`src/rtl/image_streamer_pkg.sv`:
```
// Shared types and constants for the image streamer.
package image_streamer_pkg;

  localparam int unsigned IMG_DIM     = 28;
  localparam int unsigned PIX_PER_IMG = IMG_DIM * IMG_DIM;
  localparam int unsigned PIX_CNT_W   = 10;
  localparam int unsigned IDX_W       = 8;
  localparam int unsigned DIGIT_W     = 4;
  localparam int unsigned PIX_W       = 8;

  typedef enum logic [2:0] {
    ST_IDLE     = 3'd0,
    ST_STREAM   = 3'd1,
    ST_DRAIN    = 3'd2,
    ST_WAIT_RES = 3'd3,
    ST_REPORT   = 3'd4
  } state_t;

  // Bits needed to count from 0 up to max_val (at least one bit).
  function automatic int unsigned ctr_width(input int unsigned max_val);
    return (max_val < 2) ? 1 : $clog2(max_val + 1);
  endfunction

endpackage

```
`src/rtl/image_streamer_stream_timeout_ctr.sv`:
```
// Up-counter with synchronous load, count enable and terminal-count flag.
module stream_timeout_ctr #(
  parameter int unsigned W = 8
) (
  input  logic         clk,
  input  logic         rst,
  input  logic         load,
  input  logic [W-1:0] load_val,
  input  logic         en,
  input  logic [W-1:0] term,
  output logic         tc_c
);

  logic [W-1:0] count;

  // Load has priority over counting; reset is synchronous active-low.
  always_ff @(posedge clk) begin
    if (!rst) begin
      count <= '0;
    end else if (load) begin
      count <= load_val;
    end else if (en) begin
      count <= count + W'(1);
    end
  end

  assign tc_c = (count == term);

endmodule

```
`src/rtl/image_streamer.sv`:
```
// Streams NUM_IMAGES 28x28 images from memory to a CNN and collects one
// classified digit per image, with a per-image response timeout.
module image_streamer
  import image_streamer_pkg::*;
#(
  parameter int unsigned NUM_IMAGES     = 10,
  parameter int unsigned PIX_GAP        = 0,
  parameter int unsigned TIMEOUT_CYCLES = 65535,
  parameter int unsigned ADDR_W         = 13
) (
  input  logic               clk,
  input  logic               rst,
  input  logic               start,
  output logic               img_rd_en,
  output logic [ADDR_W-1:0]  img_rd_addr,
  input  logic [PIX_W-1:0]   img_rd_data,
  output logic [PIX_W-1:0]   pixel_o,
  output logic               pixel_o_valid,
  input  logic [DIGIT_W-1:0] digit_i,
  input  logic               digit_i_valid,
  output logic [DIGIT_W-1:0] result_digit,
  output logic [IDX_W-1:0]   result_idx,
  output logic               result_valid,
  output logic               busy,
  output logic               done,
  output logic               timeout_err
);

  localparam int unsigned PACE_W = ctr_width(PIX_GAP);
  localparam int unsigned TO_W   = ctr_width(TIMEOUT_CYCLES - 1);

  state_t state;
  state_t next_state;

  logic [PIX_CNT_W-1:0] pix_cnt;
  logic [PIX_CNT_W-1:0] pix_cnt_d;
  logic [IDX_W-1:0]     img_idx;
  logic [IDX_W-1:0]     img_idx_d;

  logic                 rd_en_d;
  logic [ADDR_W-1:0]    rd_addr_d;
  logic                 result_valid_d;
  logic [DIGIT_W-1:0]   result_digit_d;
  logic [IDX_W-1:0]     result_idx_d;
  logic                 done_d;
  logic                 timeout_err_d;
  logic                 busy_d;

  logic                 pace_load;
  logic                 pace_en;
  logic                 pace_tc_c;
  logic                 to_load;
  logic                 to_en;
  logic                 to_tc_c;

  logic                 img_done_c;
  logic                 last_img_c;

  assign img_done_c = (pix_cnt == PIX_CNT_W'(PIX_PER_IMG));
  assign last_img_c = (img_idx == IDX_W'(NUM_IMAGES - 1));

  // Paces reads: terminal count marks the cycle a new read may be issued.
  stream_timeout_ctr #(
    .W (PACE_W)
  ) u_pace_ctr (
    .clk      (clk),
    .rst      (rst),
    .load     (pace_load),
    .load_val ('0),
    .en       (pace_en),
    .term     (PACE_W'(PIX_GAP)),
    .tc_c     (pace_tc_c)
  );

  // Counts WAIT_RES cycles; terminal count is the last cycle before timeout.
  stream_timeout_ctr #(
    .W (TO_W)
  ) u_timeout_ctr (
    .clk      (clk),
    .rst      (rst),
    .load     (to_load),
    .load_val ('0),
    .en       (to_en),
    .term     (TO_W'(TIMEOUT_CYCLES - 1)),
    .tc_c     (to_tc_c)
  );

  // State register.
  always_ff @(posedge clk) begin
    if (!rst) begin
      state <= ST_IDLE;
    end else begin
      state <= next_state;
    end
  end

  // Next-state logic.
  always_comb begin
    next_state = state;
    unique case (state)
      ST_IDLE: begin
        if (start) next_state = ST_STREAM;
      end
      ST_STREAM: begin
        if (img_done_c) next_state = ST_DRAIN;
      end
      ST_DRAIN: begin
        next_state = ST_WAIT_RES;
      end
      ST_WAIT_RES: begin
        if (digit_i_valid) begin
          next_state = ST_REPORT;
        end else if (to_tc_c) begin
          next_state = ST_IDLE;
        end
      end
      ST_REPORT: begin
        next_state = last_img_c ? ST_IDLE : ST_STREAM;
      end
      default: next_state = ST_IDLE;
    endcase
  end

  // Next values of the registered outputs, datapath and counter controls.
  always_comb begin
    rd_en_d        = 1'b0;
    rd_addr_d      = img_rd_addr;
    pix_cnt_d      = pix_cnt;
    img_idx_d      = img_idx;
    result_valid_d = 1'b0;
    result_digit_d = result_digit;
    result_idx_d   = result_idx;
    done_d         = 1'b0;
    timeout_err_d  = timeout_err;
    busy_d         = (next_state != ST_IDLE);
    pace_load      = 1'b0;
    pace_en        = 1'b0;
    to_load        = 1'b0;
    to_en          = 1'b0;
    unique case (state)
      ST_IDLE: begin
        if (start) begin
          rd_en_d       = 1'b1;
          rd_addr_d     = '0;
          pix_cnt_d     = PIX_CNT_W'(1);
          img_idx_d     = '0;
          timeout_err_d = 1'b0;
          pace_load     = 1'b1;
        end
      end
      ST_STREAM: begin
        if (!img_done_c) begin
          if (pace_tc_c) begin
            rd_en_d   = 1'b1;
            rd_addr_d = img_rd_addr + ADDR_W'(1);
            pix_cnt_d = pix_cnt + PIX_CNT_W'(1);
            pace_load = 1'b1;
          end else begin
            pace_en = 1'b1;
          end
        end
      end
      ST_DRAIN: begin
        to_load = 1'b1;
      end
      ST_WAIT_RES: begin
        if (digit_i_valid) begin
          result_valid_d = 1'b1;
          result_digit_d = digit_i;
          result_idx_d   = img_idx;
          done_d         = last_img_c;
        end else if (to_tc_c) begin
          done_d        = 1'b1;
          timeout_err_d = 1'b1;
        end else begin
          to_en = 1'b1;
        end
      end
      ST_REPORT: begin
        // Next image continues from the address after the last pixel read.
        if (!last_img_c) begin
          rd_en_d   = 1'b1;
          rd_addr_d = img_rd_addr + ADDR_W'(1);
          pix_cnt_d = PIX_CNT_W'(1);
          img_idx_d = img_idx + IDX_W'(1);
          pace_load = 1'b1;
        end
      end
      default: begin
        busy_d = 1'b0;
      end
    endcase
  end

  // Output and datapath registers.
  always_ff @(posedge clk) begin
    if (!rst) begin
      img_rd_en     <= 1'b0;
      img_rd_addr   <= '0;
      pix_cnt       <= '0;
      img_idx       <= '0;
      pixel_o_valid <= 1'b0;
      result_valid  <= 1'b0;
      result_digit  <= '0;
      result_idx    <= '0;
      done          <= 1'b0;
      timeout_err   <= 1'b0;
      busy          <= 1'b0;
    end else begin
      img_rd_en     <= rd_en_d;
      img_rd_addr   <= rd_addr_d;
      pix_cnt       <= pix_cnt_d;
      img_idx       <= img_idx_d;
      pixel_o_valid <= img_rd_en;
      result_valid  <= result_valid_d;
      result_digit  <= result_digit_d;
      result_idx    <= result_idx_d;
      done          <= done_d;
      timeout_err   <= timeout_err_d;
      busy          <= busy_d;
    end
  end

  // Memory data arrives one cycle after the read, in step with pixel_o_valid.
  assign pixel_o = pixel_o_valid ? img_rd_data : '0;

endmodule

```
`config.mk`:
```
export PLATFORM = sky130hd
export DESIGN_NAME = image_streamer
export DESIGN_NICKNAME = d
export VERILOG_FILES = /design/src/rtl/image_streamer_pkg.sv /design/src/rtl/image_streamer_stream_timeout_ctr.sv /design/src/rtl/image_streamer.sv
export SDC_FILE = /design/constraint.sdc
export NUM_CORES = 1
export LEC_CHECK = 0
export ABC_AREA = 1
export CAP_MARGIN = 20
export CORE_AREA = 5 5 72 140
export CTS_CLUSTER_DIAMETER = 200
export DETAILED_ROUTE_END_ITERATION = 7
export DIE_AREA = 0 0 77 145
export HOLD_SLACK_MARGIN = 0.03
export PLACE_DENSITY_LB_ADDON = 0.05
export SLEW_MARGIN = 20
export SYNTH_ARGS = -nofsm -noshare
export SYNTH_HDL_FRONTEND = slang
export SYNTH_SLANG_ARGS = --single-unit
```
`constraint.sdc`:
```
create_clock -name clk -period 1.7 [get_ports clk]
set_input_delay 0.255 -clock clk [delete_from_list [all_inputs] [get_ports clk]]
set_output_delay 0.255 -clock clk [all_outputs]
set_load 0.03 [all_outputs]
```
==> results.yml <==
status:
  status: "finished, final reports clean"
final_layout:
  nets: 684
  final-seq-area_um2: 1380
  layout-drive-gt1-share_pct: 12.3
  stdcell_count: 768
  n_antenna_cell: 0
  fin_area_um2: 4870
  multi_input_area_um2: 2000
  fillCellCount: 907
  syn_to_final_growth_pct: 31.3
  post-route-util_pct: 54.8
placement:
  place_congestion: 0.916
  dpl_worst_slack_ns: 0.0608
  portBuffers: 54
  placedCellCount: 752
  placed_area_um2: 4560
  dp_hpwl_mm: 7.98
detailed_routing:
  wl_per_cell_um: 13.4
  antenna_left: 0
  via_count: 3832
  dr.first_iter.drc_count: 166
  viasPerCell: 4.99
  drt_wl_total_mm: 10.3
  drtPass1Iterations: 5
  remaining_drc_errors: 0
worst_setup_path:
  cp-startpoint: "img_rd_addr[11]"
  rr_endpoint: "img_idx[6]"
  path_cells: "clkdlybuf4s50_1"
  crit_type: "reg2out"
  r2r_cells: 9
  cp_max_fo: 5
  slowest_stage: "clkdlybuf4s50_1"
  start_kind: "flop"
  r2r-start: "state[1]"
  required_ns: 1.44
  slowest_delay_ns: 0.69
  arrival_ns: 1.41
  critPathCaptureType: "output pin"
  critPathTopFamily: "buffers and inverters"
  worst-path-buf-inv: 1
  rrSetupSlack_ns: 0.15
synth:
  synth_nets: 598
  synth-simple-area-share_pct: 37.2
  synth_top_cells_by_area: "dfxtp_1, nand2_1, a21oi_1"
  synth_common_cells: "nand2_1, nor2_1, dfxtp_1, inv_1, a21oi_1"
  syn_inst: 575
  synth_mux_area_share_pct: 0
  ys_seq_area_share_pct: 37.2
  synth_top_family_by_area: "simple AND/OR/NAND/NOR gates"
  async_flop_share_pct: 0
  synth-compound-area-share_pct: 10.2
  yosysTopAreaCell: "dfxtp_1"
  ys_warn_count: 0
  synth_most_common_cell: "nand2_1"
  ys_types: 33
  synth_adder_area_share_pct: 2.36
  synth_edf_count: 0
  synth.top_cell.area_share_pct: 37.2
  syn-cell-area_um2: 3710
  dominantRegCellSynth: "dfxtp_1"
  synth_xor_area_share_pct: 3.54
  ys_ff_latch: 69
  synth.avg_cell_area_um2: 6.46
power:
  ir_worst_vdd_mv: 0.590
  power_per_cell_area_nw_per_um2: 773
  power.total_uw: 3770
  p_leak_uw: 0.00211
global_routing:
  grt_pass1_wl_mm: 17.0
  grt_overflow: 0
  grt_start_max_net_pins: 20
  antenna_found_initial: 0
  track_usage_pct: 18.6
  grt_pass1_vias: 3654
sta:
  fmax_mhz: 602
  fin_crit_sh_pct: 97.7
  max_slew_margin_pct: 62.8
  maxSlewViolCount: 0
  finalHoldViolations: 0
  skew_ns: 0.00473
  finalCriticalPeriod_ns: 1.66
  worst_pin_slew_ns: 0.554
  rsz0062_at_grt: "yes"
  fin_ws_ns: 0.0390
  setup_violations: 0
worst_hold_path:
  min_path_cells: 2
  hold_path.class: "reg2reg"
  hp-start: "img_rd_en"
  hold_path_end: "pixel_o_valid"
floorplan:
  die_y_um: 145
  core.rowCount: 49
  initial_utilization_pct: 41.8
  die_area_um2: 11200
  io_pins: 55
  die_x_um: 77
  coreArea_um2: 8890
run:
  max_cap_violations: 0
clocking:
  clkLatencyLatePin_ns: 0.34
  numCtsBuffers: 9
  post-cts-setup-buffers: 0
  cts-root-buf: "clkbuf_16"
  cts_hold_buf: 0
  numClockSinks: 69
  clockBufferDepth: 2
  htreeDepth: 3
  path_clk_slew_ns: 0.06
  cts_tree: "built"
## kinds of logic (layout without fill, tap and decap cells)
| logic type | count (synthesis) | in the layout |
|---|---|---|
| buf+inv | 84 | 175 |
| xor+xnor | 15 | 15 |
| flops | 69 | 69 |
| fa+ha+maj | 7 | 7 |
| simple gates | 327 | 327 |
| compound gates | 73 | 73 |
## stage by stage
stage	hold slack [ns]	setup TNS [ns]
final	0.452	0
after global routing	0.485	-0.000382
after CTS	0.460	0
after detailed placement	0.447	0
after global placement	0.438	0
after floorplan	0.420	0
## state kept, by name, summed over array words and instances (netlist names)
register,cells
result_idx,8
img_idx,8
state,3
pix_cnt,10
result_valid,1
busy,1
img_rd_addr,13
u_timeout_ctr.count,16
u_pace_ctr.count,1
result_digit,4
img_rd_en,1
timeout_err,1
done,1
pixel_o_valid,1
## where the power goes
group          switching [µW]  internal [µW]
clock                     727           1070
combinational             197            127
sequential               15.1           1640
total                     940           2830
## routing by layer
layer / vias to the layer above / part of all wire (%) / GRT usage [%]
li1: 1995 / - / -
met2: 78 / 56 / 36.1
met1: 1731 / 37 / 18.0
met3: 28 / 3.1 / 3.16
met4: 0 / 3.6 / 9.38
met5: - / 0 / 0
## final cells by class
class                           count  share of cell area, %
Multi-Input combinational cell    422                   41.1
Sequential cell                    69                   28.4
Timing Repair Buffer               93                   16.9
Clock buffer                       11                   5.18
Inverter                           66                   5.13
Tap cell                          102                   2.62
Clock inverter                      5                  0.693
## worst max path at each step
stage	endpoint	slack, ns	depth (start not counted)
CTS	img_rd_addr[9]	0.01	1
global route	img_rd_addr[2]	-0.0004	9
floorplan	img_rd_addr[12]	0.07	10
finish	img_rd_addr[11]	0.04	1
global placement	img_rd_addr[3]	0.09	7
detailed placement	img_idx[6]	0.06	7
## placed cells by master, fill, tap and decap left out, types with 2 or more instances in the layout
cell	instances
buf_4	44
clkbuf_8	2
buf_6	2
clkbuf_16	9
dfxtp_1	68
nand2_2	2
inv_2	3
xor2_1	11
nand3_4	2
o21ai_0	13
xnor2_1	4
nor3_1	11
nand2_1	183
clkinvlp_4	2
nand3_1	36
nand4_1	12
nor2_2	5
clkdlybuf4s50_1	35
clkinv_2	2
ha_1	7
nor2_4	2
inv_1	62
nor2_1	67
a21oi_1	54
nand3b_1	3
dlygate4sd2_1	10
## repair_timing
item | 4_1_cts | 5_1_grt
gates resized for setup | 10 | 12
setup endpoints to repair | 10 | 25
pin swaps | 0 | 0
No activity file was read; power rests on OpenSTA's default activity.
